File: src/rtl/freq_meter_pkg.sv
// Shared definitions for the frequency-meter count link.
//   SYNC_BYTE  : first byte of every count packet
//   PKT_BYTES  : bytes per packet (sync, counter hi, counter lo, checksum)
//   state_t    : transmit-side packet FSM states
//   pkt_t      : packed packet image, byte0 in the most significant byte
//   make_pkt() : builds a packet (including checksum) from a 16-bit count
//   pkt_byte() : selects packet byte 0..3
package freq_meter_pkg;

  localparam logic [7:0] SYNC_BYTE = 8'hA5;
  localparam int         PKT_BYTES = 4;

  typedef enum logic [1:0] {
    ST_IDLE = 2'd0,
    ST_LOAD = 2'd1,
    ST_SEND = 2'd2
  } state_t;

  typedef struct packed {
    logic [7:0] sync;
    logic [7:0] hi;
    logic [7:0] lo;
    logic [7:0] chk;
  } pkt_t;

  function automatic pkt_t make_pkt(input logic [15:0] cnt);
    pkt_t p;
    p.sync = SYNC_BYTE;
    p.hi   = cnt[15:8];
    p.lo   = cnt[7:0];
    p.chk  = SYNC_BYTE ^ cnt[15:8] ^ cnt[7:0];
    return p;
  endfunction

  function automatic logic [7:0] pkt_byte(input pkt_t p, input logic [1:0] idx);
    logic [7:0] b;
    case (idx)
      2'd0:    b = p.sync;
      2'd1:    b = p.hi;
      2'd2:    b = p.lo;
      default: b = p.chk;
    endcase
    return b;
  endfunction

endpackage

File: src/rtl/uart_tx_byte.sv
// 8N1 UART byte transmitter.
//   clk   : system clock
//   rst   : synchronous active-high reset; line returns to idle (1)
//   start : load data and begin the start bit in the next cycle;
//           accepted while idle or in the done cycle (gapless chaining)
//   data  : byte to send, LSB first
//   tx    : serial line, registered, idles high
//   done  : high in the last cycle of the stop bit
// Every bit lasts exactly CLKS_PER_BIT cycles; the baud counter restarts at
// each bit boundary so there is no accumulated drift.
module uart_tx_byte #(
  parameter int CLKS_PER_BIT = 4
) (
  input  logic       clk,
  input  logic       rst,
  input  logic       start,
  input  logic [7:0] data,
  output logic       tx,
  output logic       done
);

  localparam int CNT_W = (CLKS_PER_BIT > 2) ? $clog2(CLKS_PER_BIT) : 1;
  localparam logic [CNT_W-1:0] CNT_LAST = CNT_W'(CLKS_PER_BIT - 1);

  logic             r_active;
  logic [CNT_W-1:0] r_cnt;
  logic [3:0]       r_bit;     // 0 = start, 1..8 = data, 9 = stop
  logic [7:0]       r_data;
  logic             r_tx;
  logic             w_bit_end;

  assign w_bit_end = r_active && (r_cnt == CNT_LAST);
  assign done      = w_bit_end && (r_bit == 4'd9);
  assign tx        = r_tx;

  always_ff @(posedge clk) begin
    if (rst) begin
      r_active <= 1'b0;
      r_cnt    <= '0;
      r_bit    <= '0;
      r_data   <= '0;
      r_tx     <= 1'b1;
    end else if (start) begin
      r_active <= 1'b1;
      r_cnt    <= '0;
      r_bit    <= '0;
      r_data   <= data;
      r_tx     <= 1'b0;
    end else if (w_bit_end) begin
      r_cnt <= '0;
      if (r_bit == 4'd9) begin
        r_active <= 1'b0;
        r_bit    <= '0;
        r_tx     <= 1'b1;
      end else begin
        r_bit <= r_bit + 4'd1;
        // Leaving bit r_bit: next is data bit r_bit (0..7) or the stop bit.
        r_tx  <= (r_bit == 4'd8) ? 1'b1 : r_data[r_bit[2:0]];
      end
    end else if (r_active) begin
      r_cnt <= r_cnt + 1'b1;
    end
  end

endmodule

File: src/rtl/count_packet_tx.sv
// Transmit side of the frequency-meter count link.
//   clk         : system clock
//   rst         : synchronous active-high reset
//   send_packet : request strobe, each high cycle is one request
//   counter     : 16-bit count, sampled only on accepted request cycles
//   tx          : UART 8N1 line, idles high
//   busy        : high while a packet is being shifted out
//   pending     : high while a captured request waits for the line
//   drop        : one-cycle pulse when a pending request is overwritten
// Packet: A5, counter[15:8], counter[7:0], A5^hi^lo, sent back-to-back.
module count_packet_tx
  import freq_meter_pkg::*;
#(
  parameter int CLK_FREQ  = 100_000_000,
  parameter int BAUD_RATE = 115_200
) (
  input  logic        clk,
  input  logic        rst,
  input  logic        send_packet,
  input  logic [15:0] counter,
  output logic        tx,
  output logic        busy,
  output logic        pending,
  output logic        drop
);

  // Must be >= 2 for the byte transmitter's done/start handshake.
  localparam int CLKS_PER_BIT = CLK_FREQ / BAUD_RATE;
  localparam logic [1:0] LAST_IDX = 2'(PKT_BYTES - 1);

  state_t      r_state;
  logic [1:0]  r_byte_idx;
  pkt_t        r_pkt;
  logic [15:0] r_pend_val;
  logic        r_pending;
  logic        r_busy;
  logic        r_drop;

  logic        w_done;
  logic        w_last_done;
  logic        w_launch;
  logic        w_next_byte;
  logic        w_start;
  logic [15:0] w_launch_val;
  logic [7:0]  w_data;

  assign w_last_done = w_done && (r_state == ST_SEND) && (r_byte_idx == LAST_IDX);
  assign w_next_byte = w_done && (r_state == ST_SEND) && (r_byte_idx != LAST_IDX);

  // LOAD is not a resting state: loading the packet and starting byte0 happen
  // in the cycle that leaves IDLE or finishes byte3, so a new packet costs no
  // extra cycle. A request arriving in the final cycle is chained directly
  // and wins over an older pending value.
  assign w_launch = ((r_state == ST_IDLE) && send_packet) ||
                    (w_last_done && (send_packet || r_pending));
  assign w_launch_val = send_packet ? counter : r_pend_val;
  assign w_start = w_launch || w_next_byte;
  assign w_data  = w_launch ? SYNC_BYTE : pkt_byte(r_pkt, r_byte_idx + 2'd1);

  uart_tx_byte #(
    .CLKS_PER_BIT (CLKS_PER_BIT)
  ) u_uart (
    .clk   (clk),
    .rst   (rst),
    .start (w_start),
    .data  (w_data),
    .tx    (tx),
    .done  (w_done)
  );

  always_ff @(posedge clk) begin
    if (rst) begin
      r_state    <= ST_IDLE;
      r_byte_idx <= '0;
      r_pkt      <= '0;
      r_pend_val <= '0;
      r_pending  <= 1'b0;
      r_busy     <= 1'b0;
      r_drop     <= 1'b0;
    end else begin
      r_drop <= 1'b0;
      case (r_state)
        ST_IDLE: begin
          if (send_packet) begin
            r_state    <= ST_SEND;
            r_pkt      <= make_pkt(counter);
            r_byte_idx <= '0;
            r_busy     <= 1'b1;
          end
        end
        ST_SEND: begin
          if (w_last_done) begin
            r_byte_idx <= '0;
            if (w_launch) begin
              r_pkt     <= make_pkt(w_launch_val);
              r_pending <= 1'b0;
              r_drop    <= send_packet && r_pending;
            end else begin
              r_state <= ST_IDLE;
              r_busy  <= 1'b0;
            end
          end else begin
            if (w_next_byte) begin
              r_byte_idx <= r_byte_idx + 2'd1;
            end
            if (send_packet) begin
              r_pend_val <= counter;
              r_pending  <= 1'b1;
              r_drop     <= r_pending;
            end
          end
        end
        default: begin
          r_state <= ST_IDLE;
          r_busy  <= 1'b0;
        end
      endcase
    end
  end

  assign busy    = r_busy;
  assign pending = r_pending;
  assign drop    = r_drop;

endmodule

File: config.mk
export PLATFORM = sky130hd
export DESIGN_NAME = count_packet_tx
export DESIGN_NICKNAME = d
export VERILOG_FILES = /design/src/rtl/freq_meter_pkg.sv /design/src/rtl/uart_tx_byte.sv /design/src/rtl/count_packet_tx.sv
export SDC_FILE = /design/constraint.sdc
export NUM_CORES = 1
export LEC_CHECK = 0
export ABC_AREA = 1
export BUFFER_PORTS_ARGS = -buffer_cell sky130_fd_sc_hd__buf_2
export CAP_MARGIN = 0
export CORE_ASPECT_RATIO = 0.6
export CORE_UTILIZATION = 48
export CTS_CLUSTER_DIAMETER = 30
export DETAILED_ROUTE_END_ITERATION = 8
export PLACE_DENSITY = 0.63
export SLEW_MARGIN = 20
export SYNTH_ARGS = -nofsm -noshare
export SYNTH_HDL_FRONTEND = slang
export SYNTH_SLANG_ARGS = --single-unit
File: constraint.sdc
create_clock -name clk -period 2.2 [get_ports clk]
set_clock_uncertainty 0.1 [all_clocks]
set_input_delay 0.44 -clock clk [delete_from_list [all_inputs] [get_ports clk]]
set_output_delay 0.44 -clock clk [all_outputs]
set_load 0.01 [all_outputs]
==> out/results.ini, run 1 <==
[status]
status=completed

[floorplan]
fp.dieH_um=72.8
io_pins=23
coreArea_um2=7980
die_area_um2=8730
initial_core_util_pct=50.2
num_rows=25
die_x_um=120

[route]
routed_wl_um=9200
drt_iter0_markers=218
viasPerCell=5.07
drc=0
wl_per_cell_um=12.4
vias=3772
dr.pass1.iters=5
ant_nets=0

[cts]
clock-root-buffer=clkbuf_16
cts_hold_buffers=0
cts_tree=built
post_cts_buffers=0
cts_sinks=70
clock_latency_ns=0.34
path_clk_slew_ns=0.05
cts_buffer_depth=2
cts_max_level=3
numCtsBuffers=9

[layout]
layout_common_cells=nand2_1, nor2_1, dfxtp_1
diodes=0
fin_util_pct=56.4
final_common_cell=nand2_1
finalInstanceArea_um2=4500
synthToLayoutAreaGrowth_pct=12.3
drive_above_1_share_pct=14.2
fin_nets=656

[power_and_ir_drop]
p_per_area_nw_per_um2=715
ir_worst_vdd_uv=330
p_leak_nw=2.04

[timing]
period_minus_slack_ns=2.07
slew_viol_final=0
setup_tns_ns=0
rsz0062_at_grt=no
fin_crit_sh_pct=94.1
setup_viol=0
hold_viol_final=0
max_freq_mhz=483
worstMarginPinSlew_ns=0.447
slew_headroom_pct=70.2

[grt]
grt_pass1_vias=3380
grt_overflow=0
grt_start_max_net_pins=59
grt_pass1_wl_um=15700
antenna_found_initial=0
grtUsageTotal_pct=22.9

[worst_setup_path]
cp-start-kind=flop
path_cells=ha_1, nand3_1, nor2_2, nand3_2, o21bai_4, nand2_2, buf_4, nor2_1, nor2_1
reg2reg_slack_ns=0.13
arrival_ns=2.20
slowest_stage=dfxtp_1
path_class=flop to flop
crit_fanout=13
end_kind=flop
cp_common_cell=nor2_1
critPathMaxStageDelay_ns=0.37
crit_required_ns=2.33

[place]
hpwl_um=6550
place.gp.congestion=0.788
portBuffers=22
placed_area_um2=4210

[synthesis]
syn_avg_cell_area_um2=6.50
ys_types=38
synth_seq_cells=70
yosysSeqAreaShare_pct=35.0
synth_area_um2=4010
syn-num-nets=642
yosys_warnings=0
syn_inst=617

[hold_path]
hold_path_class=input port to flop

[flow_run]
cap_violations=0

[metal layers]
layer  vias to the layer above  routed length (um)  GRT usage [%]
met5                         -                   0              0
met4                         0                 116           7.50
met3                        11                 352           5.70
met2                        68                3920           35.1
met1                      1701                4810           31.7
li1                       1992                   -              -
[critical path, delay by kind of cell, from the launching register on]
kind | cells | cell delay [ns]
compound gates | 1 | 0.20
fa+ha+maj | 1 | 0.25
buf+inv | 1 | 0.23
flops | 1 | 0.37
simple gates | 6 | 0.80
[flip-flops by register name, summed over array words and instances, names as in the netlist]
| signal | cells |
|---|---|
| r_byte_idx | 2 |
| pending | 1 |
| r_pend_val | 16 |
| u_uart.r_cnt | 10 |
| drop | 1 |
| u_uart.r_active | 1 |
| u_uart.r_data | 8 |
| u_uart.tx | 1 |
| r_pkt | 25 |
| u_uart.r_bit | 4 |
| busy | 1 |
[final cells by class]
| class | instances | area [um2] |
|---|---|---|
| inverter | 59 | 221 |
| multi-input combinational | 453 | 2210 |
| sequential | 70 | 1400 |
| tap | 108 | 135 |
| clock buffer | 12 | 267 |
| fill | 793 | 3480 |
| timing repair buffer | 38 | 243 |
| clock inverter | 4 | 20.0 |
[repair_timing]
item,CTS,global route
hold endpoints to repair,0,0
setup endpoints to repair,0,22
gates resized for setup,0,2
[final timing paths]
kind	start	to	depth (start not counted)
hold reg to reg	r_pkt[29]	r_pkt[29]	2
setup reg to reg	u_uart.r_cnt[0]	r_pkt[17]	9
hold / removal	rst	u_uart.tx	3
setup / recovery	u_uart.r_cnt[0]	r_pkt[17]	9
[where the power goes]
| part | internal [mW] | switching (mW) | total, mW | leakage (nW) |
|---|---|---|---|---|
| combinational | 0.169 | 0.286 | 0.456 | 1.31 |
| sequential | 1.34 | 0.0361 | 1.38 | 0.574 |
| clock | 0.846 | 0.538 | 1.38 | 0.148 |
| total | 2.36 | 0.860 | 3.22 | 2.04 |
[logic make-up after synthesis]
kind of cell | count (synthesis) | synth area share, %
flops | 70 | 35.0
xor+xnor | 12 | 2.62
compound gates | 101 | 14.4
buf+inv | 94 | 10.1
simple gates | 330 | 35.0
mux | 4 | 0.999
fa+ha+maj | 6 | 1.87
[cell usage after synthesis (all sizes together)]
cell,instances,area (um2)
a21boi,1,7.51
a21oi,59,333
a22o,1,8.76
and3,1,6.26
buf,20,126
clkbuf,15,56.3
dfxtp,70,1400
ha,6,75.1
inv,59,221
mux2i,4,40.0
nand2,182,711
nand3,54,275
nand4,6,43.8
nor2,77,304
nor3,3,20.0
nor4,1,6.26
o21a,3,22.5
o21ai,31,155
o21bai,2,26.3
o22ai,4,25.0
or2,6,37.5
xnor2,4,35.0
xor2,8,70.1
[per-stage QoR]
stage	std cells	setup WS, ns	hold WS, ns	total power, mW
6_report	744	0.130	0.315	3.22
5_1_grt	744	0.0120	0.343	3.37
4_1_cts	744	0.0623	0.311	3.24
3_5_place_dp	728	0.0745	0.350	1.86
3_3_place_gp	728	0.128	0.345	1.85
2_1_floorplan	617	0.437	0.330	1.75
No activity file was read; power rests on OpenSTA's default activity.
==> run 2, diff against run 1 <==
ABC_AREA = unset   (was 1)
==> out/results.ini, run 2 <==
[route]
vias=3602  ; was 3,772
routed_wl_um=10300  ; was 9200 um
viasPerCell=5.89  ; was 5.07
wl_per_cell_um=16.9  ; was 12.4 um
drt_iter0_markers=347  ; was 218
drc=0  ; unchanged
ant_nets=0  ; unchanged
dr.pass1.iters=5  ; unchanged

[timing]
period_minus_slack_ns=2.09  ; was 2.07 ns
hold_viol_final=0  ; unchanged
setup_viol=0  ; unchanged
slew_headroom_pct=62.3  ; was 70.2%
rsz0062_at_grt=yes  ; was no
fin_crit_sh_pct=94.8  ; was 94.1%
worstMarginPinSlew_ns=0.564  ; was 0.447 ns
max_freq_mhz=479  ; was 483 MHz
setup_tns_ns=0  ; unchanged
slew_viol_final=0  ; unchanged

[cts]
cts_sinks=70  ; unchanged
post_cts_buffers=0  ; unchanged
cts_buffer_depth=2  ; unchanged
cts_hold_buffers=0  ; unchanged
clock_latency_ns=0.33  ; was 0.34 ns
numCtsBuffers=9  ; unchanged
path_clk_slew_ns=0.05  ; about the same
cts_tree=built  ; unchanged
cts_max_level=3  ; unchanged
cts_resized=0  ; unchanged
clock-root-buffer=clkbuf_16  ; unchanged

[synthesis]
synth_edf_count=0  ; unchanged
synth_most_common_cell=nand2_1  ; unchanged
synthTopCellsByArea=dfxtp_1, nand2_1, mux2i_1  ; was dfxtp_1, nand2_1, nor2_1
yosysSeqAreaShare_pct=34.0  ; was 35.0%
yosys_warnings=0  ; unchanged
ys_types=48  ; was 38
synth_top_area_share_pct=34.0  ; was 35.0%
synth_area_um2=4120  ; was 4010 um2
synth_seq_cells=70  ; unchanged
synthArstFlopShare_pct=0  ; unchanged
syn_avg_cell_area_um2=8.35  ; was 6.50 um2
syn-num-nets=518  ; was 642
synth_common_cells=nand2_1, dfxtp_1, clkbuf_1, mux2i_1, nand4_1  ; was nand2_1, nor2_1, dfxtp_1, inv_1, nand3_1
synthFlopType=dfxtp_1  ; unchanged
syn_inst=493  ; was 617
yosysTopAreaCell=dfxtp_1  ; unchanged

[layout]
diodes=0  ; unchanged
final_cells=612  ; was 744
synthToLayoutAreaGrowth_pct=12.1  ; was 12.3%
top_regs=r_pkt: 25 flops, r_pend_val: 16 flops, u_uart.r_cnt: 10 flops  ; unchanged
largest_reg_flops=25  ; unchanged
layout_common_cells=nand2_1, dfxtp_1, nand4_1, mux2i_1, buf_2  ; was nand2_1, nor2_1, dfxtp_1
final_common_cell=nand2_1  ; unchanged
fin_nets=524  ; was 656
largest_register=r_pkt  ; unchanged
fillers=735  ; was 793
drive_above_1_share_pct=16.5  ; was 14.2%

[floorplan]
io_pins=23  ; unchanged
fp.dieH_um=73.7  ; was 72.8 um
die_x_um=122  ; was 120 um
num_rows=25  ; unchanged
coreArea_um2=8100  ; was 7980 um2
initial_core_util_pct=50.8  ; was 50.2%
die_area_um2=8960  ; was 8730 um2

[power_and_ir_drop]
p_per_area_nw_per_um2=685  ; was 715 nW/um2
p_leak_nw=1.74  ; was 2.04 nW
ir_worst_vdd_uv=441  ; was 330 uV

[grt]
grt_pass1_wl_um=17500  ; was 15,700 um
grt_overflow=0  ; unchanged
antenna_found_initial=0  ; unchanged
grt_start_max_net_pins=66  ; was 59
grt_pass1_vias=3305  ; was 3,380
grtUsageTotal_pct=25.7  ; was 22.9%

[worst_setup_path]
regToRegStartpoint=u_uart.r_cnt[0]  ; unchanged
cp-start-kind=flop  ; unchanged
arrival_ns=2.19  ; was 2.20 ns
worst-r2r-cell-count=5  ; was 9
rr_endpoint=u_uart.r_bit[2]  ; was r_pkt[17]
crit_required_ns=2.30  ; was 2.33 ns
end_kind=flop  ; unchanged
path_class=flop to flop  ; unchanged
crit_fanout=9  ; was 13
cp-startpoint=u_uart.r_cnt[0]  ; unchanged
reg2reg_slack_ns=0.11  ; was 0.13 ns
crit_end=u_uart.r_bit[2]  ; was r_pkt[17]

[hold_path]
hold_path_class=flop to flop  ; was input port to flop

[status]
status=completed  ; unchanged

[place]
dpl.cell_count=596  ; was 728
portBuffers=22  ; unchanged
place.gp.congestion=0.799  ; was 0.788
hpwl_um=7230  ; was 6550 um

[flow_run]
cap_violations=0  ; unchanged

[run 2: worst min path at each step]
stage                     cells past startpoint   endpoint      start  slack [ns]
after floorplan                               2  r_pkt[29]  r_pkt[29]        0.33
after global placement                        2  r_pkt[29]  r_pkt[29]        0.33
after detailed placement                      2  r_pkt[29]  r_pkt[29]        0.34
after CTS                                     2  r_pkt[29]  r_pkt[29]        0.35
after global routing                          2  r_pkt[29]  r_pkt[29]        0.38
final                                         2  r_pkt[29]  r_pkt[29]        0.35
[run 2: layout make-up]
class	instances	area, um2	share of cell area [%]
clock buffers	12	246	5.34
clock inverters	4	22.5	0.488
inverters	9	33.8	0.732
multi-input cells	365	2460	53.4
flip-flops and latches	70	1400	30.4
well taps	108	135	2.93
repair buffers	44	313	6.78
[run 2: cell families (layout without fill, tap and decap cells)]
kind of cell    Yosys count  in the layout  synth area share, %
mux                      44             44                 11.5
flops                    70             70                 34.0
buf+inv                  58             69                 6.14
simple gates            194            194                 25.0
fa+ha+maj                 6              6                 1.82
xor+xnor                 27             27                 5.74
compound gates           94             94                 15.7
[run 2: critical path, cell delays in order, from the launching register on]
cell	delay, ns
dfxtp_1	0.38
ha_1	0.18
and3_1	0.34
nand4_1	0.34
o211ai_2	0.49
nor3_1	0.12
[run 2: per-layer routing]
layer	wire, um	track usage [%]	vias up
li1	-	-	1797
met1	5360	39.4	1686
met2	4110	34.7	111
met3	772	6.21	8
met4	83	7.00	0
met5	0	0	-
[run 2: power by group]
group | switching [mW] | internal (mW)
logic | 0.246 | 0.196
registers | 0.0659 | 1.34
clock network | 0.522 | 0.787
total | 0.835 | 2.33
[run 2: per-stage QoR]
stage / utilization [%] / total power, mW / hold slack (ns) / setup WS (ns) / area, um2
floorplan: - / 1.74 / 0.326 / 0.372 / 4120
global placement: 53.6 / 1.86 / 0.334 / 0.208 / 4350
detailed placement: 53.6 / 1.88 / 0.340 / 0.106 / 4350
CTS: 57.0 / 3.19 / 0.348 / 0.100 / 4610
global route: 57.0 / 3.30 / 0.378 / -0.0406 / 4610
finish: 57.0 / 3.16 / 0.346 / 0.114 / 4610
==> run 3, diff against run 2 <==
--- a/config.mk
+++ b/config.mk
@@ -13,3 +13,3 @@
 export DETAILED_ROUTE_END_ITERATION = 8
-export PLACE_DENSITY = 0.63
+export PLACE_DENSITY = 0.66
 export SLEW_MARGIN = 20
==> constraint.sdc (replaced) <==
create_clock -name clk -period 1.8 [get_ports clk]
set_clock_uncertainty 0.1 [all_clocks]
set_input_delay 0.36 -clock clk [delete_from_list [all_inputs] [get_ports clk]]
set_output_delay 0.36 -clock clk [all_outputs]
set_load 0.1 [all_outputs]
==> out/results.ini, run 3 (synthesis gave the netlist of run 2 again) <==
[status]
status=completed  ; unchanged

[worst_setup_path]
regToRegStartpoint=u_uart.r_cnt[0]  ; unchanged
crit_end=r_pkt[1]  ; was u_uart.r_bit[2]
cp-start-kind=flop  ; unchanged
path_cells=ha_2, and3_4, buf_6, nand4_4, o21a_4, buf_12, mux2i_1  ; was ha_1, and3_1, nand4_1, o211ai_2, nor3_1
path_class=flop to flop  ; unchanged
rr_endpoint=r_pkt[1]  ; was u_uart.r_bit[2]
arrival_ns=1.84  ; was 2.19 ns
slowest_stage=dfxtp_1  ; was o211ai_2
worst-r2r-cell-count=7  ; was 5
critPathMaxStageDelay_ns=0.33  ; was 0.49 ns
cp-startpoint=u_uart.r_cnt[0]  ; unchanged
crit_fanout=15  ; was 9
end_kind=flop  ; unchanged
reg2reg_slack_ns=0.06  ; was 0.11 ns
crit_required_ns=1.90  ; was 2.30 ns

[grt]
grtUsageMet3_pct=7.07  ; was 6.21%
grt_pass1_vias=3491  ; was 3,305
grt_util_met1_pct=39.7  ; was 39.4%
grt_overflow=0  ; unchanged
grtUsageTotal_pct=26.7  ; was 25.7%
met2_usage_pct=37.2  ; was 34.7%
busiest_layer=met1  ; unchanged
grt_pass1_wl_um=18000  ; was 17,500 um
antenna_found_initial=0  ; unchanged
grt_start_max_net_pins=66  ; unchanged

[timing]
period_minus_slack_ns=1.74  ; was 2.09 ns
slew_viol_final=0  ; unchanged
hold_viol_final=0  ; unchanged
max_freq_mhz=576  ; was 479 MHz
slew_headroom_pct=67.6  ; was 62.3%
setup_viol=0  ; unchanged
fin_crit_sh_pct=96.5  ; was 94.8%
whs_ns=0.333  ; was 0.346 ns
worstMarginPinSlew_ns=0.490  ; was 0.564 ns

[route]
wl_per_cell_um=17.4  ; was 16.9 um
dr.pass1.iters=5  ; unchanged
routed_wl_um=10900  ; was 10,300 um
viasPerCell=5.95  ; was 5.89
vias=3749  ; was 3,602
drt_iter0_markers=291  ; was 347
ant_nets=0  ; unchanged
drc=0  ; unchanged

[floorplan]
die_x_um=122  ; unchanged
die_area_um2=8960  ; unchanged
fp.dieH_um=73.7  ; unchanged
io_pins=23  ; unchanged
initial_core_util_pct=50.8  ; unchanged
num_rows=25  ; unchanged
coreArea_um2=8100  ; unchanged

[power_and_ir_drop]
ir_worst_vdd_uv=577  ; was 441 uV
p_per_area_nw_per_um2=843  ; was 685 nW/um2
p_leak_nw=1.86  ; was 1.74 nW

[cts]
cts_tree=built  ; unchanged
cts_max_level=3  ; unchanged
path_clk_slew_ns=0.05  ; about the same
cts_hold_buffers=0  ; unchanged
cts_buffer_depth=2  ; unchanged
cts_sinks=70  ; unchanged
numCtsBuffers=9  ; unchanged
clock_latency_ns=0.33  ; about the same
clock-root-buffer=clkbuf_16  ; unchanged

[layout]
diodes=0  ; unchanged
drive_above_1_share_pct=22.2  ; was 16.5%
final_common_cell=nand2_1  ; unchanged
synthToLayoutAreaGrowth_pct=18.9  ; was 12.1%
fin_nets=542  ; was 524
final_cells=630  ; was 612
layout_common_cells=nand2_1, dfxtp_1, buf_4  ; was nand2_1, dfxtp_1, nand4_1, mux2i_1, buf_2
largest_register=r_pkt  ; unchanged
largest_reg_flops=25  ; unchanged
fillers=718  ; was 735
top_regs=r_pkt: 25 flops, r_pend_val: 16 flops, u_uart.r_cnt: 10 flops  ; unchanged

[hold_path]
hold_path_class=input port to flop  ; was flop to flop

[place]
portBuffers=22  ; unchanged
dpl.cell_count=611  ; was 596
place.gp.congestion=0.787  ; was 0.799
hpwl_um=7460  ; was 7230 um

[flow_run]
cap_violations=0  ; unchanged

-- run 3: cell count changes in the layout (fill, tap and decap cells not counted), moves of 2 or more --
cell	before	now
buf_4	19	30
o311ai_0	6	3
buf_6	0	4
ha_1	6	1
ha_2	0	5
buf_12	3	5
dfxtp_1	70	66
dfxtp_2	0	3
clkinv_2	3	1
o311ai_1	10	13
-- run 3: timing repair --
item | 4_1_cts | 5_1_grt
gates resized for setup | 0 | 22
endpoints found under the setup margin | 0 | 55
setup buffers | 0 | 1
-- run 3: how the worst min path moves through the flow --
stage	startpoint	end	slack (ns)	cells after the start
finish	send_packet	pending	0.33	3
CTS	send_packet	pending	0.31	3
detailed placement	r_pkt[29]	r_pkt[29]	0.35	2
floorplan	r_pkt[29]	r_pkt[29]	0.33	2
global placement	r_pkt[29]	r_pkt[29]	0.33	2
global route	send_packet	r_pend_val[1]	0.34	3
-- run 3: through the flow --
step                      setup slack (ns)  instance area [um2]  util, %  setup TNS (ns)  total power [mW]
after floorplan                     0.0110                 4130        -               0              2.16
after global placement              0.0736                 4490     55.4               0              2.32
final                               0.0625                 4890     60.4               0              4.12
after detailed placement            0.0214                 4490     55.4               0              2.34
after global routing              -0.00119                 4890     60.4        -0.00119              4.29
after CTS                          0.00459                 4790     59.2               0              4.13
-- run 3: critical path: cells and delay by family, from the launching register on --
family,cells,cell delay [ns]
simple gates,2,0.32
mux,1,0.13
fa+ha+maj,1,0.18
buf+inv,2,0.29
flops,1,0.33
compound gates,1,0.26
-- run 3: per-layer routing --
layer  share of wire (%)  vias to the layer above
li1                    -                     1835
met1                  52                     1797
met2                  40                      108
met3                 6.7                        9
met4                0.99                        0
met5                   0                        -
-- run 3: report_power, final --
group	leakage, nW	internal (mW)	total, mW	switching (mW)
clock network	0.146	1.15	1.78	0.637
logic	1.14	0.262	0.611	0.349
registers	0.575	1.64	1.73	0.0855
-- run 3: layout make-up --
type                       count  area [um2]  share of cell area [%]
sequential                    70        1410                    28.8
timing repair buffer          62         505                    10.3
clock buffer                  13         260                    5.32
clock inverter                 3        42.5                   0.869
inverter                       9        33.8                   0.690
multi-input combinational    365        2510                    51.2
tap                          108         135                    2.76
